`src/rtl/sd_pkg.sv`:
```
// Shared types and constants for the standard-deviation UART output stage.
// The header value is also used by the host-side packet decoder model.
package sd_pkg;

    typedef enum logic [1:0] {
        IDLE  = 2'd0,
        START = 2'd1,
        DATA  = 2'd2,
        STOP  = 2'd3
    } tx_state_t;

    localparam int         PKT_BYTES      = 4;
    localparam logic [7:0] HEADER_DEFAULT = 8'hA5;

    function automatic logic [7:0] pkt_checksum(input logic [7:0] hdr, input logic [15:0] value);
        return hdr ^ value[15:8] ^ value[7:0];
    endfunction

endpackage

```
`src/rtl/sd_uart_tx_if.sv`:
```
// Valid/ready handshake carrying one 16-bit standard-deviation result per frame.
interface sd_uart_tx_if;
    logic        sd_valid;
    logic [15:0] sd_data;
    logic        sd_ready;

    modport master (output sd_valid, output sd_data, input  sd_ready);
    modport slave  (input  sd_valid, input  sd_data, output sd_ready);
endinterface

```
`src/rtl/uart_byte_tx.sv`:
```
// UART 8N1 byte serializer. A start accepted in the last stop-bit cycle chains
// the next byte with no idle gap between frames.
module uart_byte_tx
    import sd_pkg::*;
#(
    parameter int CLKS_PER_BIT = 417
) (
    input  logic       clk,
    input  logic       rstn,
    input  logic       start,
    input  logic [7:0] data,
    output logic       tx,
    output logic       done,
    output logic       idle
);

    localparam int                 CNT_W    = $clog2(CLKS_PER_BIT);
    localparam logic [CNT_W-1:0]   CNT_LAST = CNT_W'(CLKS_PER_BIT - 1);

    tx_state_t        state_q, state_d;
    logic [CNT_W-1:0] baud_cnt;
    logic [2:0]       bit_idx;
    logic [7:0]       data_q;
    logic             bit_end;
    logic             load;

    assign bit_end = (baud_cnt == CNT_LAST);
    assign load    = start && (state_q == IDLE || done);

    // NOTE: sequential state uses non-blocking assignments so every flop samples pre-edge values.
    always_ff @(posedge clk or negedge rstn) begin
        if (!rstn) state_q <= IDLE;
        else       state_q <= state_d;
    end

    // The baud counter restarts on every bit boundary, so no error accumulates across bits.
    always_ff @(posedge clk or negedge rstn) begin
        if (!rstn) begin
            baud_cnt <= '0;
            bit_idx  <= '0;
        end else begin
            if (state_q == IDLE || bit_end) baud_cnt <= '0;
            else                            baud_cnt <= baud_cnt + 1'b1;
            if (state_q == DATA && bit_end) bit_idx <= bit_idx + 1'b1;
        end
    end

    // NOTE: the byte register needs no reset; it is always written before it is shifted out.
    always_ff @(posedge clk) begin
        if (load) data_q <= data;
    end

    // NOTE: every branch starts from a default assignment so no latch is inferred.
    always_comb begin
        state_d = state_q;
        case (state_q)
            IDLE:  if (start)                  state_d = START;
            START: if (bit_end)                state_d = DATA;
            DATA:  if (bit_end && &bit_idx)    state_d = STOP;
            STOP:  if (bit_end)                state_d = start ? START : IDLE;
            default:                           state_d = IDLE;
        endcase
    end

    always_comb begin
        tx   = 1'b1;
        done = 1'b0;
        idle = 1'b0;
        case (state_q)
            IDLE:    idle = 1'b1;
            START:   tx   = 1'b0;
            DATA:    tx   = data_q[bit_idx];
            STOP:    done = bit_end;
            default: idle = 1'b0;
        endcase
    end

endmodule

```
`src/rtl/sd_uart_tx.sv`:
```
// Packs each standard-deviation result as header, high, low, checksum and
// streams the four bytes back-to-back over a UART 8N1 line.
module sd_uart_tx
    import sd_pkg::*;
#(
    parameter int         CLKS_PER_BIT = 417,
    parameter logic [7:0] HEADER       = HEADER_DEFAULT
) (
    input  logic         clk,
    input  logic         rstn,
    sd_uart_tx_if.slave  sd,
    output logic         tx,
    output logic         busy,
    output logic         pkt_done
);

    if (CLKS_PER_BIT < 2) begin : g_bad_cfg
        $fatal(1, "sd_uart_tx: CLKS_PER_BIT must be at least 2");
    end

    logic [1:0]  byte_idx;
    logic [23:0] rest_q;
    logic        byte_start;
    logic [7:0]  byte_data;
    logic        byte_done;
    logic        byte_idle;
    logic        accept;
    logic        last_byte;

    assign accept     = sd.sd_valid && byte_idle;
    assign last_byte  = (byte_idx == 2'(PKT_BYTES - 1));
    assign byte_start = accept || (byte_done && !last_byte);
    assign byte_data  = accept ? HEADER : rest_q[23:16];

    assign sd.sd_ready = byte_idle;
    assign busy        = !byte_idle;

    // Remaining payload bytes queue up behind the header; sd_data is not looked at again.
    always_ff @(posedge clk) begin
        if (accept)
            rest_q <= {sd.sd_data[15:8], sd.sd_data[7:0], pkt_checksum(HEADER, sd.sd_data)};
        else if (byte_start)
            rest_q <= {rest_q[15:0], 8'h00};
    end

    always_ff @(posedge clk or negedge rstn) begin
        if (!rstn) begin
            byte_idx <= '0;
            pkt_done <= 1'b0;
        end else begin
            pkt_done <= byte_done && last_byte;
            if (accept)         byte_idx <= '0;
            else if (byte_done) byte_idx <= byte_idx + 1'b1;
        end
    end

    uart_byte_tx #(
        .CLKS_PER_BIT (CLKS_PER_BIT)
    ) u_byte_tx (
        .clk   (clk),
        .rstn  (rstn),
        .start (byte_start),
        .data  (byte_data),
        .tx    (tx),
        .done  (byte_done),
        .idle  (byte_idle)
    );

endmodule

```
`src/flat_wrapper.sv`:
```
// flat-port wrapper written by rule: the top's interface ports become plain ports
module sd_uart_tx_flat import sd_pkg::*;
#(
    parameter int         CLKS_PER_BIT = 417,
    parameter logic [7:0] HEADER       = HEADER_DEFAULT
)
  (clk, rstn, tx, busy, pkt_done, sd_sd_valid, sd_sd_data, sd_sd_ready);
  sd_uart_tx_if sd_i ();
  input  logic clk;
  input  logic rstn;
  output logic tx;
  output logic busy;
  output logic pkt_done;
  input wire logic [$bits(sd_i.sd_valid)-1:0] sd_sd_valid;
  input wire logic [$bits(sd_i.sd_data)-1:0] sd_sd_data;
  output wire logic [$bits(sd_i.sd_ready)-1:0] sd_sd_ready;
  assign sd_i.sd_valid = sd_sd_valid;
  assign sd_i.sd_data = sd_sd_data;
  assign sd_sd_ready = sd_i.sd_ready;
  sd_uart_tx #(.CLKS_PER_BIT(CLKS_PER_BIT), .HEADER(HEADER)) u_core (.clk(clk), .rstn(rstn), .sd(sd_i), .tx(tx), .busy(busy), .pkt_done(pkt_done));
endmodule
```
`config.mk`:
```
export PLATFORM = sky130hd
export DESIGN_NAME = sd_uart_tx_flat
export DESIGN_NICKNAME = d
export VERILOG_FILES = /design/src/rtl/sd_pkg.sv /design/src/rtl/sd_uart_tx_if.sv /design/src/rtl/uart_byte_tx.sv /design/src/rtl/sd_uart_tx.sv /design/src/flat_wrapper.sv
export SDC_FILE = /design/constraint.sdc
export NUM_CORES = 1
export LEC_CHECK = 0
export BUFFER_PORTS_ARGS = -buffer_cell sky130_fd_sc_hd__buf_4
export CORE_UTILIZATION = 45
export CTS_BUF_LIST = sky130_fd_sc_hd__clkbuf_8
export DETAILED_ROUTE_END_ITERATION = 8
export RECOVER_POWER = 25
export SYNTH_ARGS = -nofsm -noshare
export SYNTH_HDL_FRONTEND = slang
export SYNTH_SLANG_ARGS = --single-unit
```
`constraint.sdc`:
```
create_clock -name clk -period 4.8 [get_ports clk]
set_clock_uncertainty 0.05 [all_clocks]
set_input_delay 0.72 -clock clk [delete_from_list [all_inputs] [get_ports clk]]
set_output_delay 0.72 -clock clk [all_outputs]
set_load 0.005 [all_outputs]
```
* Word-level counts from Yosys, hierarchy flattened
Index checks and enable logic that the tools add are counted.
** Storage, ports and cells
- Register bits :: 49
- Output and inout port bits :: 4
- Word-level logic and storage cells :: 54
** Cells by class
- $add $sub $neg :: 3
- Magnitude comparators :: 1
- Equality and inequality tests :: 9
- Muxes and demuxes :: 16
- Bitwise gates (word level) :: 2
- Reductions and logical operators :: 16
** Operators with widths (number)
- $mux W24 :: 2
- $mux W2 :: 6
- $add A9 B1 Y9 const B :: 1
- $eq A9 B9 Y1 const B :: 1
- $mux W9 :: 1
- $pmux W2 S4 :: 1
- $xor A8 B8 Y8 :: 1
- $eq A2 B2 Y1 const B :: 3
- $logic_and A1 B1 Y1 :: 6
- $ne A2 B2 Y1 const B :: 3
- $lt A3 B4 Y1 const B :: 1
- $mux W1 :: 4
- $not A4 Y4 :: 1
- $reduce_and A4 Y1 :: 1
- $reduce_bool A2 Y1 :: 2
- $add A3 B1 Y3 const B :: 1
- $bmux W1 S3 :: 1
- $logic_or A1 B1 Y1 :: 3
- $reduce_and A3 Y1 :: 1
- $add A2 B1 Y2 const B :: 1
- $eq A2 B1 Y1 const B :: 1
- $logic_not A1 Y1 :: 2
- $logic_not A2 Y1 :: 1
- $ne A2 B1 Y1 const B :: 1
- $pmux W1 S2 :: 1

* Longest topological paths before layout
- Depth in word-level cells :: 7
- Mapped depth :: 6
- Depth with buffers taken out :: 6

* By module
From an unflattened synthesis, not the netlist that was laid out.
** Unflattened totals
- Cells, all modules :: 170
- Area, all modules :: 2369.8 µm²
** By module, submodules not included
- sd_uart_tx :: times used 1, cells an instance 80, area an instance 1268.7 µm²
- uart_byte_tx :: times used 1, cells an instance 90, area an instance 1101.1 µm²

* Worst setup path after synthesis
Ideal clock, no wire load.
- Path kind :: reg-to-reg
- Start point :: register u_core.u_byte_tx.state_q[0]
- End point :: register u_core.rest_q[0], enable pin
- Setup time :: 0.425 ns
- Arrival :: 2.042 ns
- Slack :: 2.283 ns
- Stages on the path, launching flop included :: 7
- Path buffers :: 2
- Clock period less this slack :: 2.517 ns
- Cell sequence :: dfrtp_1 -> inv_1 -> ha_1 -> nand2_1 -> clkbuf_1 -> buf_1 -> nand2_1
** Between the ends
- Cells in the longest elaborated chain, start to end :: 5
- Elaborated cells on any way between the ends :: 8
** Ends and longest elaborated chain
- start: declaration :: RTL line uart_byte_tx.sv:20 : tx_state_t state_q, state_d;
- start signal: assignment :: RTL line uart_byte_tx.sv:33 : else state_q <= state_d;
- $logic_not A2 Y1 (*) :: RTL line uart_byte_tx.sv:69 : case (state_q)
- $mux W1 (*) :: RTL line uart_byte_tx.sv:69
- via sd_sd_ready :: RTL line flat_wrapper.sv:16 : output wire logic [$bits(sd_i.sd_ready)-1:0] sd_sd_ready;
- $logic_and A1 B1 Y1 (*) :: RTL line sd_uart_tx.sv:30 : assign accept = sd.sd_valid && byte_idle;
- $logic_or A1 B1 Y1 :: RTL line sd_uart_tx.sv:32 : assign byte_start = accept || (byte_done && !last_byte);
- $reduce_bool A2 Y1 (no source line) (*)
- end signal: assignment :: RTL line sd_uart_tx.sv:41 : rest_q <= {sd.sd_data[15:8], sd.sd_data[7:0], pkt_checksum(HEADER, sd.sd_data)};
- end signal: assignment :: RTL line sd_uart_tx.sv:43 : rest_q <= {rest_q[15:0], 8'h00};
- end: declaration :: RTL line sd_uart_tx.sv:22 : logic [23:0] rest_q;
The timed path passes the listed nets; every way through them passes the cells marked *.
A chain may end at the register's enable or synchronous reset.

* Worst setup path in the final report
- Start point :: register u_core.u_byte_tx.state_q[0]
- End point :: register u_core.rest_q[16], enable pin
** Between the ends
- Cells in the longest elaborated chain, start to end :: 5
- Elaborated cells on any way between the ends :: 8
** Ends and longest elaborated chain (RTL line)
- $eq A2 B2 Y1 / $logic_not A2 Y1 (equally long branches) :: uart_byte_tx.sv:69
- $mux W1 :: uart_byte_tx.sv:69
- $logic_and A1 B1 Y1 (on tied branches) :: sd_uart_tx.sv:32, sd_uart_tx.sv:30
- $logic_or A1 B1 Y1 :: sd_uart_tx.sv:32
- $reduce_bool A2 Y1 (no source line) (*)
Mark *: on every way between the ends. The rest lies on a longest branch, timed or not.

==> summary.txt <==
Pwr
  • P per Cell Area: 259 mW/mm^2
  • Overall power: 701 uW
  • Leak: 0.942 nW
  • Worst-case vdd ir drop: 0.138 mV

Hold path
  • Min-delay src: u_core.u_byte_tx.baud_cnt[0]
  • Worst min path class: flop to flop

Yosys
  • Syn Area/Cell: 13.6 um^2
  • Mapped Cells: 175
  • Mapped cell area: 0.00238 mm^2
  • Ys Warns: 0
  • Register area share after synthesis: 0.582
  • Count of cell types in the netlist: 36
  • Synth Register Bits: 49
  • Post-Syn Nets: 204

CTS
  • Clock Pin Slew Worst Setup and Hold Paths: 90 ps
  • Sink Count: 49
  • Worst-skew pair later-pin latency: 290 ps
  • Post_cts resized: 0
  • Clock Tree Buf Depth: 2
  • H-tree depth: 2
  • CTS Buf Count: 5
  • Postcts setup bufs: 0
  • Hold buffer count at cts: 0
  • TritonCTS clock tree: built
  • Root Buffer: clkbuf_8

Drt
  • Drt total wl: 3.74 mm
  • Iteration-0 DRC Markers: 76
  • DRT antenna net count: 0
  • Metal3 WL: 97 um
  • DR vias: 1375
  • First drt pass iteration count: 2
  • DR WL met2: 1.82 mm
  • Uppermost layer routed: met4
  • DR vias/cell: 5.04
  • Wire per inst: 13.7 um
  • Drc violations: 0
  • WL met1: 1.76 mm

Worst setup path
  • Worst r2r src: u_core.u_byte_tx.state_q[0]
  • Max stage delay on crit path: 670 ps
  • CP max FO: 34
  • CP Buf/Inv Count: 2
  • Delay-heaviest family, CP: simple AND/OR/NAND/NOR gates
  • Reg-to-reg slack, setup: 2270 ps
  • Kind of critical path: flop to flop
  • Startpoint Class: flop
  • Crit path top cell by count: nand2_1
  • Highest-delay cell along the critical path: nand2_1
  • Worst Setup End Kind: flop
  • Setup crit start: u_core.u_byte_tx.state_q[0]
  • Critical Path, Cell by Cell: inv_1 > ha_1 > nand2_1 > buf_4 > nand2_1
  • Crit path required time: 4570 ps
  • Worst Path Arrival: 2300 ps

STA
  • Final worst path period need: 2530 ps
  • RSZ-0062 raised after global routing: no
  • Max Freq: 395 MHz
  • Setup violators final: 0
  • Worst slew margin: 0.348
  • Setup_tns: 0 ps
  • Worst-margin pin slew: 976 ps
  • Hold Fails Final Rpt: 0
  • Final Cycle Share: 0.527
  • Max-slew violation count: 0

Floorplan
  • I/O pins: 23
  • Total Die Area: 0.00559 mm^2
  • Standard-cell rows: 26
  • Die width: 74.7 um
  • Die H: 74.7 um
  • Core ar.: 0.00511 mm^2
  • Starting Density: 0.466

Place
  • I/O Buffers: 22
  • Final GP Congestion: 0.870
  • DP Wirelength: 2.73 mm
  • Placed cells: 265

Run
  • Max_cap viols: 0

Cells and area
  • Layout cell share with drive strength beyond 1: 0.271
  • Diodes inserted: 0
  • Layout Cells excl Fill: 273
  • Commonest non-fill, non-tap cell in the layout: edfxtp_1
  • Most frequent cells in the layout: 32 x edfxtp_1, 21 x buf_4, 18 x mux2_2
  • Layout Nets: 231
  • Area Overhead vs Synth: 13.6%
  • Fill count: 452

Global route
  • Total gr overflow: 0
  • Total Routing Usage GR: 0.152
  • Initial antenna violation count: 0
  • Largest net degree at the start of global routing: 35
  • Number of global-route vias before repair: 1335
  • First-pass GRT wire length: 6.18 mm

Status
  • Outcome: finished clean
[cell usage after synthesis]
cell type	number	area, um^2
a21bo_2	1	10.0
a21oi_1	6	30.0
a221oi_1	1	8.76
and2_1	4	25.0
and3_1	2	12.5
and3b_1	1	8.76
and4b_1	1	10.0
buf_1	1	3.75
clkbuf_1	2	7.51
dfrtp_1	17	425
edfxtp_1	32	961
ha_1	10	125
inv_1	7	26.3
mux2_2	18	203
mux2_4	1	15.0
mux2i_1	3	30.0
mux4_2	2	45.0
nand2_1	8	30.0
nand2b_1	5	31.3
nand3_1	5	25.0
nand4_1	1	6.26
nand4b_4	1	23.8
nor2_1	17	63.8
nor2b_1	1	6.26
nor3_1	3	15.0
nor4b_1	1	8.76
o211ai_2	1	12.5
o21ai_0	2	10.0
o21ai_2	1	8.76
o22ai_2	1	12.5
o31ai_4	1	21.3
or3_1	1	6.26
or3_2	1	7.51
or4b_4	1	13.8
xnor2_1	8	70.1
xor2_1	7	61.3
[final cells by class]
| type | count | area (um^2) | area share |
|---|---|---|---|
| clock buffers | 5 | 68.8 | 0.0255 |
| clock inverters | 3 | 16.3 | 0.00602 |
| inverters | 7 | 26.3 | 0.00972 |
| multi-input cells | 116 | 950 | 0.351 |
| flip-flops and latches | 49 | 1390 | 0.513 |
| well taps | 70 | 87.6 | 0.0324 |
| repair buffers | 23 | 169 | 0.0625 |
[sequential cells by signal, indices dropped and copies added, names as in the netlist]
name,count
u_core.u_byte_tx.data_q,8
u_core.byte_idx,2
u_core.pkt_done,1
u_core.rest_q,24
u_core.u_byte_tx.baud_cnt,9
u_core.u_byte_tx.state_q,2
u_core.u_byte_tx.bit_idx,3
[logic make-up after synthesis]
logic type | after synthesis | share of synthesized area
adders and majority gates | 10 | 0.0525
muxes | 24 | 0.123
buffers and inverters | 10 | 0.0158
AOI/OAI and AO/OA | 14 | 0.0478
and+or+nand+nor | 53 | 0.123
DFF | 49 | 0.582
xor gates and xnor gates | 15 | 0.0552
[where the power goes]
part / leakage [nW] / switching, mW / internal, mW
registers: 0.396 / 0 / 0.445
logic: 0.495 / 0.0103 / 0.0133
clock network: 0.0507 / 0.132 / 0.100
[final timing paths]
kind                                                 to  depth (start not counted)
max                                   u_core.rest_q[16]                          5
min                        u_core.u_byte_tx.baud_cnt[0]                          1
max reg2reg                           u_core.rest_q[16]                          5
min reg2reg                u_core.u_byte_tx.baud_cnt[0]                          1
max in group asynchronous  u_core.u_byte_tx.baud_cnt[4]                          1
min in group asynchronous  u_core.u_byte_tx.baud_cnt[6]                          1
[metal layers]
layer | track usage | vias up
li1 | - | 684
met1 | 0.216 | 664
met2 | 0.225 | 19
met3 | 0.0361 | 8
met4 | 0.0629 | 0
met5 | 0 | -
[worst reg2reg max path, stage by stage (launching register included)]
cell and delay [ps]:
dfrtp_1 470, inv_1 130, ha_1 300, nand2_1 100
buf_4 340, nand2_1 670
[per-stage QoR]
step | instance area [um^2] | hold slack (ps) | utilization | setup slack [ps]
5_1_grt | 2700 | 488 | 0.529 | 2010
3_5_place_dp | 2630 | 441 | 0.515 | 2230
6_report | 2700 | 456 | 0.529 | 2270
3_3_place_gp | 2630 | 439 | 0.515 | 2370
2_1_floorplan | 2380 | 374 | - | 2280
4_1_cts | 2720 | 223 | 0.532 | 2230
Power figures use the tool's default switching activity.
